<file path="config.mk">
export PLATFORM = sky130hd
export DESIGN_NAME = collision_engine
export DESIGN_NICKNAME = d
export VERILOG_FILES = /design/src/rtl/collision_engine.sv
export SDC_FILE = /design/constraint.sdc
export NUM_CORES = 1
export LEC_CHECK = 0
export ABC_AREA = 1
export BUFFER_PORTS_ARGS = -buffer_cell sky130_fd_sc_hd__buf_2
export CAP_MARGIN = 20
export CORE_MARGIN = 2
export CORE_UTILIZATION = 60
export DETAILED_ROUTE_END_ITERATION = 16
export GPL_TIMING_DRIVEN = 0
export HOLD_SLACK_MARGIN = 0.02
export PLACE_DENSITY = 0.91
export SETUP_SLACK_MARGIN = 0.3
export SLEW_MARGIN = 20
export SYNTH_ARGS = -nofsm -noshare
export SYNTH_HDL_FRONTEND = slang
export SYNTH_SLANG_ARGS = --single-unit
</file>
<file path="constraint.sdc">
create_clock -name clk -period 10.5 [get_ports clk]
set_input_delay 1.05 -clock clk [delete_from_list [all_inputs] [get_ports clk]]
set_output_delay 1.05 -clock clk [all_outputs]
set_load 0.03 [all_outputs]
</file>
<file path="src/rtl/collision_engine.sv">
// collision_engine: probes the four target cells of a tetromino move against
// the board bounds and the board RAM, one RAM read issued per cycle, and
// returns the resolved anchor plus a blocked/landed verdict.
//
// Handshake: start is sampled only in IDLE. The accepting edge is E_0, and busy
// rises on that edge. done is a one-cycle pulse. The result outputs are valid
// while done is high and hold until the next done. busy falls on the edge that
// raises done.
//
// Optional feature: define COLLISION_WALL_KICK_EN to retry a blocked rotate at
// shift -1 and then +1 before rejecting it.
module collision_engine #(
  parameter int BOARD_W = 10,
  parameter int BOARD_H = 24,
  parameter int XW      = 5,
  parameter int YW      = 6,
  parameter int OW      = 2,
  parameter int CW      = 6,
  parameter int AW      = 8
) (
  input  logic            clk,
  input  logic            reset,
  input  logic            start,
  input  logic [1:0]      cmd,
  input  logic [XW-1:0]   x_anchor,
  input  logic [YW-1:0]   y_anchor,
  input  logic [4*OW-1:0] cell_dx,
  input  logic [4*OW-1:0] cell_dy,
  output logic [AW-1:0]   ram_addr,
  input  logic [CW-1:0]   ram_q,
  output logic            busy,
  output logic            done,
  output logic            blocked,
  output logic            landed,
  output logic [XW-1:0]   x_out,
  output logic [YW-1:0]   y_out,
  output logic [1:0]      state_dbg
);

  typedef enum logic [1:0] {IDLE, PROBE, EVAL, RETRY} state_t;

  localparam logic signed [XW+1:0] BW_S = (XW+2)'(BOARD_W);
  localparam logic signed [YW+1:0] BH_S = (YW+2)'(BOARD_H);

  state_t            state;
  logic [1:0]        cmd_r;
  logic [XW-1:0]     x_r;
  logic [YW-1:0]     y_r;
  logic [4*OW-1:0]   dx_r, dy_r;
  logic signed [1:0] shift;
  logic [1:0]        issue_idx, eval_cnt;
  logic              v_issue, oob_issue, v_data, oob_data, hit;

  logic [1:0]          src_cmd, src_idx;
  logic [XW-1:0]       src_x;
  logic [YW-1:0]       src_y;
  logic [4*OW-1:0]     src_dx, src_dy;
  logic signed [1:0]   src_shift, kick_shift;
  logic [OW-1:0]       off_dx, off_dy;
  logic signed [XW+1:0] tx;
  logic signed [YW+1:0] ty;
  logic                t_oob;
  logic [AW-1:0]       t_addr;
  logic                hit_next;

  assign state_dbg = state;

  // Horizontal move delta: down 0, left -1, right +1, rotate by the kick shift.
  function automatic logic signed [XW+1:0] delta_x(input logic [1:0] c,
                                                    input logic signed [1:0] s);
    case (c)
      2'b01:   delta_x = '1;
      2'b10:   delta_x = (XW+2)'(1);
      2'b11:   delta_x = {{XW{s[1]}}, s};
      default: delta_x = '0;
    endcase
  endfunction

  // Rotate retries go 0, then -1, then +1.
  assign kick_shift = (shift == 2'sd0) ? -2'sd1 : 2'sd1;

  // Cell 0 comes from the live inputs on the accepting edge. Cell 0 of a
  // kick retry comes from EVAL with the next shift. Every other cell comes
  // from the latched request.
  always_comb begin
    src_cmd   = cmd_r;
    src_x     = x_r;
    src_y     = y_r;
    src_dx    = dx_r;
    src_dy    = dy_r;
    src_idx   = issue_idx;
    src_shift = shift;
    if (state == IDLE) begin
      src_cmd   = cmd;
      src_x     = x_anchor;
      src_y     = y_anchor;
      src_dx    = cell_dx;
      src_dy    = cell_dy;
      src_idx   = 2'd0;
      src_shift = 2'sd0;
    end else if (state == EVAL) begin
      src_idx   = 2'd0;
      src_shift = kick_shift;
    end
  end

  // Target cell coordinates, bounds check and linear RAM address. The
  // coordinates are kept signed and two bits wide of the anchor, so that a
  // left move off column 0 reads as negative instead of wrapping.
  always_comb begin
    off_dx = src_dx[src_idx*OW +: OW];
    off_dy = src_dy[src_idx*OW +: OW];
    tx = $signed({2'b00, src_x}) + $signed({{(XW+2-OW){1'b0}}, off_dx})
         + delta_x(src_cmd, src_shift);
    ty = $signed({2'b00, src_y}) + $signed({{(YW+2-OW){1'b0}}, off_dy})
         + $signed({{(YW+1){1'b0}}, (src_cmd == 2'b00)});
    t_oob  = (tx < 0) || (tx >= BW_S) || (ty >= BH_S);
    t_addr = t_oob ? '0 : (AW'(ty) * AW'(BOARD_W) + AW'(tx));
  end

  // A cell that is out of bounds is blocked without looking at ram_q.
  // Its slot reads address 0, and that data is ignored.
  assign hit_next = hit | (v_data & (oob_data | (|ram_q)));

  // Control FSM plus a two-stage issue/data pipeline. Cell i is issued at E_i
  // and evaluated at E_{i+2}.
  always_ff @(posedge clk) begin
    if (reset) begin
      state     <= IDLE;
      ram_addr  <= '0;
      busy      <= 1'b0;
      done      <= 1'b0;
      blocked   <= 1'b0;
      landed    <= 1'b0;
      x_out     <= '0;
      y_out     <= '0;
      cmd_r     <= '0;
      x_r       <= '0;
      y_r       <= '0;
      dx_r      <= '0;
      dy_r      <= '0;
      shift     <= 2'sd0;
      issue_idx <= '0;
      eval_cnt  <= '0;
      v_issue   <= 1'b0;
      oob_issue <= 1'b0;
      v_data    <= 1'b0;
      oob_data  <= 1'b0;
      hit       <= 1'b0;
    end else begin
      done      <= 1'b0;
      v_data    <= v_issue;
      oob_data  <= oob_issue;
      v_issue   <= 1'b0;
      oob_issue <= 1'b0;
      if (v_data) begin
        hit      <= hit_next;
        eval_cnt <= eval_cnt + 2'd1;
      end
      case (state)
        IDLE: begin
          if (start) begin
            cmd_r     <= cmd;
            x_r       <= x_anchor;
            y_r       <= y_anchor;
            dx_r      <= cell_dx;
            dy_r      <= cell_dy;
            shift     <= 2'sd0;
            hit       <= 1'b0;
            eval_cnt  <= '0;
            issue_idx <= 2'd1;
            ram_addr  <= t_addr;
            v_issue   <= 1'b1;
            oob_issue <= t_oob;
            busy      <= 1'b1;
            state     <= PROBE;
          end
        end
        PROBE, RETRY: begin
          ram_addr  <= t_addr;
          v_issue   <= 1'b1;
          oob_issue <= t_oob;
          issue_idx <= issue_idx + 2'd1;
          if (issue_idx == 2'd3) state <= EVAL;
        end
        EVAL: begin
          if (v_data && eval_cnt == 2'd3) begin
`ifdef COLLISION_WALL_KICK_EN
            if (hit_next && cmd_r == 2'b11 && shift != 2'sd1) begin
              shift     <= kick_shift;
              hit       <= 1'b0;
              eval_cnt  <= '0;
              issue_idx <= 2'd1;
              ram_addr  <= t_addr;
              v_issue   <= 1'b1;
              oob_issue <= t_oob;
              state     <= RETRY;
            end else
`endif
            begin
              done    <= 1'b1;
              busy    <= 1'b0;
              blocked <= hit_next;
              landed  <= hit_next && (cmd_r == 2'b00);
              x_out   <= hit_next ? x_r
                         : XW'($signed({2'b00, x_r}) + delta_x(cmd_r, shift));
              y_out   <= hit_next ? y_r
                         : (y_r + YW'(cmd_r == 2'b00));
              state   <= IDLE;
            end
          end
        end
        default: state <= IDLE;
      endcase
    end
  end

endmodule

</file>
=== After elaboration in Yosys (flattened, before gate mapping) ===
Index checks and enable logic that the tools add are counted.

* Input bits: 38
* Logic and storage cells: 107
* Bits in registers: 63

* Mux-type cells: 38
* Bitwise logic cells: 4
* Magnitude comparators: 3
* $add $sub $neg: 9
* Multipliers: 1
* Eq/ne operators: 13
* Shifts and indexed selects: 2
* Reductions and logical operators: 17

{| class="wikitable"
|+ Operator list
! operator !! number
|-
| two-way mux 8 bit || 4
|-
| two-way mux 5 bit || 5
|-
| two-way mux 2 bit || 11
|-
| case mux 7 bit (3 select lines) || 1
|-
| case mux 8 bit (2 select lines) || 1
|-
| indexed part select 8 x 4 -> 2 bit || 2
|-
| == test 2 bit, second input constant || 7
|-
| two-way mux 6 bit || 2
|-
| case mux 5 bit (2 select lines) || 1
|-
| adder 7 x 1 -> 8 bit || 1
|-
| adder 8 bit || 1
|-
| greater-or-equal comparator 8 x 6 -> 1 bit, second input constant || 1
|-
| multiplier 8 x 3 -> 7 bit, second input constant || 1
|-
| two-way mux 1 bit || 8
|-
| adder 6 x 2 -> 7 bit || 1
|-
| adder 7 bit || 1
|-
| greater-or-equal comparator 7 x 5 -> 1 bit, second input constant || 1
|-
| < comparator 7 x 1 -> 1 bit, second input constant || 1
|-
| adder 5 x 2 -> 6 bit || 1
|-
| adder 6 x 1 -> 6 bit || 1
|-
| == test 2 x 1 -> 1 bit, second input constant || 3
|-
| zero test 2 bit || 3
|-
| case mux 1 bit (2 select lines) || 3
|-
| case mux 2 bit (3 select lines) || 1
|-
| other kinds (15) || 25
|}

=== Depth between registers and ports, before layout ===
* Depth after elaboration: 12
* Mapped depth: 30
* Mapped depth without buffers: 29

=== Worst setup path after synthesis ===
OpenSTA, ideal clock, no wires.

* Kind: flip-flop to flip-flop
* From: reg state[1], in the netlist state_dbg[1]
* To: reg ram_addr[7]
* Data arrival time: 4.262 ns
* Data required time: 10.369 ns
* Setup time: 0.131 ns
* Path slack: 6.107 ns
* Clock period less this slack: 4.393 ns
* Cell stages (with the launch flop): 20
* Buffers on the path: 1
* Cells stage by stage: dfxtp_1 > inv_2 > nand2_4 > clkbuf_1 > o21a_1 > o21ai_0 > a32o_1 > fa_1 > inv_1 > fa_1 > ha_1 > ha_1 > fa_1 > ha_1 > nand2_1 > nand2_1 > a21oi_1 > nand3_1 > nand3_2 > a21oi_2

* Cells in the longest elaborated chain, start to end: 12

{| class="wikitable"
|+ RTL lines
! item !! line !! RTL
|-
| from (decl) || 45 || <nowiki>state_t state;</nowiki>
|-
| from (signal assigned) || 129 || <nowiki>state <= IDLE;</nowiki>
|-
| from (signal assigned) || 176 || <nowiki>state <= PROBE;</nowiki>
|-
| from (signal assigned) || 184 || <nowiki>if (issue_idx == 2'd3) state <= EVAL;</nowiki>
|-
| branches (longest 12 deep; another with adder 7 x 1 -> 8 bit) || n/a ||
|-
| to (signal assigned) || 172 || <nowiki>ram_addr <= t_addr;</nowiki>
|-
| to (signal assigned) || 180 || <nowiki>ram_addr <= t_addr;</nowiki>
|-
| to (decl) || 29 || <nowiki>output logic [AW-1:0] ram_addr,</nowiki>
|}

Several ways; the timed one is not identified. The select of a mux whose other input is x is not followed.
A chain may end at the register's enable or synchronous reset.

=== Final worst setup path ===
Same ends and word-level chain as after synthesis.

==> impl_metrics.ini <==
[sta]
setup-tns-final_ns = 0
setup_violations = 0
period_minus_slack_ns = 4.904
hold_ws_ns = 0.4180
clock.fmax_ghz = 0.2039
skew_ns = 0.01333
rsz0062_at_grt = no
hold_viol_final = 0
finalCritPeriodShare = 0.4670
worstMarginPinSlew_ns = 0.6445
slew_headroom = 0.5703
final.setup.worst_slack_ns = 5.596
slew_violations = 0

[route]
vias = 4238
routed_wl_um = 10920
routed_via_density = 5.774
first_pass_iters = 5
ant_nets = 0
drc_errors = 0
first_iter_violations = 386
wl_per_cell_um = 14.88

[job]
max_cap_violations = 0

[worst_setup_path]
crit_path_end_kind = flip-flop
path_depth = 26
crit_buf_inv = 7
path_class = flip-flop to flip-flop
cp-start-kind = flip-flop
worstPathArrival_ns = 5.17
crit_top_cell = inv_1
critPathMaxStageDelay_ns = 0.51
cp_top_family = adder cells
slowest_stage = dfxtp_1
crit_path_max_fanout = 10
required_ns = 10.77
reg2reg_depth = 26

[yosys]
synth-xor-area-share = 0.02999
yosysUniqueCellTypes = 41
synth_simple_gate_area_frac = 0.2647
syn-cell-area_um2 = 4089
synth_warnings = 0
async_reset_ff_frac = 0
synth_adder_area_share = 0.1353
syn_area_per_cell_um2 = 7.099
ys_seq_area_frac = 0.3084
synth_top_family_by_area = simple AND/OR/NAND/NOR gates
synth_compound_area_frac = 0.1603
syn_nets = 654
ys_ff_latch = 63
synth-edff-count = 0
syn-instance-count = 576
yosys_most_used_dff = dfxtp_1
synthMuxAreaShare = 0.002448

[global_routing]
antenna_found_initial = 0
grt_max_degree = 14
grt_overflow = 0
grt_pass1_vias = 3981
grt_pass1_wl_um = 17640
gr-usage-all-layers = 0.2950

[final_layout]
diodes = 0
drive_gt1_frac = 0.1896
register_area_um2 = 1261
multi_input_area_um2 = 2424
area_delta_synth_final_pct = 15.58
nFillCells = 517
nets = 727

[worst_hold_path]
holdPathStages = 2
hp-class = flip-flop to flip-flop

[clock_tree]
cts-buffers-inserted = 9
clockRootBuffer = clkbuf_8
cts_max_path_buffers = 2
ctsHtreeMaxLevel = 3
postCtsHoldBufs = 0
cts_tree = done
clk_pin_slew_ns = 0.08
cts.sinks = 63
postCtsSetupRepairBufs = 0
clkLatencyLatePin_ns = 0.35
post_cts_resized = 0

[floorplan]
ios = 63
start_util = 0.6120
dieArea_um2 = 7491
die_h_um = 86.55
core_um2 = 6681
dieWidth_um = 86.55
rows = 30

[status]
outcome = complete, no violations

[placed_design]
gp_congestion = 0.9115
portBuffers = 62
pre_cts_slack_ns = 5.725
dp_hpwl_um = 8088
[state kept, by name, indices dropped and copies added (netlist names), 2 cells and up]
register	cells
dx_r	8
dy_r	8
ram_addr	8
y_out	6
y_r	6
x_out	5
x_r	5
cmd_r	2
eval_cnt	2
issue_idx	2
state_dbg	2
[path summary, 6_finish.rpt]
path,startpoint,slack (ns),endpoint
min,oob_issue,0.42,oob_data
max reg2reg,state_dbg[1],5.60,ram_addr[7]
min reg2reg,oob_issue,0.42,oob_data
max,state_dbg[1],5.60,ram_addr[7]
[metal layers]
metal | up-vias | GRT usage | wire length [um]
met5 | - | 0 | 0
met2 | 261 | 0.5049 | 5340
met4 | 0 | 0.1250 | 284
li1 | 2014 | - | -
met1 | 1926 | 0.3694 | 4320
met3 | 37 | 0.04476 | 975
[layout make-up]
class	count	share of cell area
repair buffers	62	0.06566
multi-input cells	411	0.5128
clock inverters	7	0.02171
clock buffers	9	0.02621
well taps	80	0.02118
plain buffers	21	0.02118
flip-flops and latches	63	0.2669
inverters	81	0.06434
[synthesized netlist by cell type (3+ instances only)]
master / n / share of area
nand2_1: 106 / 0.097
inv_1: 76 / 0.070
dfxtp_1: 63 / 0.31
o21ai_0: 59 / 0.072
nor2_1: 56 / 0.051
nand3_1: 42 / 0.051
ha_1: 33 / 0.10
a21oi_1: 27 / 0.033
clkbuf_1: 11 / 0.010
xor2_1: 11 / 0.024
nand2_2: 9 / 0.014
buf_2: 8 / 0.0098
fa_1: 7 / 0.034
a31oi_1: 6 / 0.0092
nand3_2: 6 / 0.015
o21a_1: 6 / 0.011
o211ai_1: 5 / 0.0092
or2_2: 5 / 0.0076
nor2_2: 4 / 0.0061
a21oi_2: 3 / 0.0064
inv_2: 3 / 0.0028
nand4_1: 3 / 0.0046
o21ai_2: 3 / 0.0064
xnor2_1: 3 / 0.0064
[cell usage in the layout (no fill, tap or decap), types with 2 or more instances in the layout]
master,n
inv_2,3
xor2_1,11
clkinv_1,2
buf_2,70
xnor2_1,3
nand3_1,42
a21oi_1,27
a21oi_2,3
dfxtp_1,63
ha_1,33
inv_1,76
or2_2,5
o21a_1,6
nand3_2,6
a32oi_1,2
o21ai_2,3
nor2_4,2
nor2_2,4
inv_6,3
o21ai_0,59
clkbuf_1,11
o211ai_1,5
nand2_1,106
a31oi_1,6
clkbuf_8,9
nand4_1,3
nand2_2,9
bufinv_16,2
fa_1,7
nor2_1,56
o22ai_1,2
[tightest hold or removal path, stage by stage (launching register included)]
cell and delay (ns):
dfxtp_1 0.30, inv_1 0.05, nor2_1 0.03
[metrics by stage]
| step | utilization | instance area (um^2) | std cells |
|---|---|---|---|
| floorplan | - | 4089 | 576 |
| global placement | 0.6734 | 4499 | 718 |
| detailed placement | 0.6734 | 4499 | 718 |
| CTS | 0.7073 | 4726 | 734 |
| global route | 0.7073 | 4726 | 734 |
| finish | 0.7073 | 4726 | 734 |
[kinds of logic (layout without fill, tap and decap cells)]
| logic type | count (synthesis) | after routing |
|---|---|---|
| compound gates | 116 | 116 |
| xor+xnor | 14 | 14 |
| fa+ha+maj | 40 | 40 |
| buf+inv | 102 | 180 |
| flops | 63 | 63 |
| mux | 1 | 1 |
| simple gates | 240 | 240 |
Power is not shown: default switching activity piles up to over one toggle a cycle in this logic, so the estimate is an artifact.
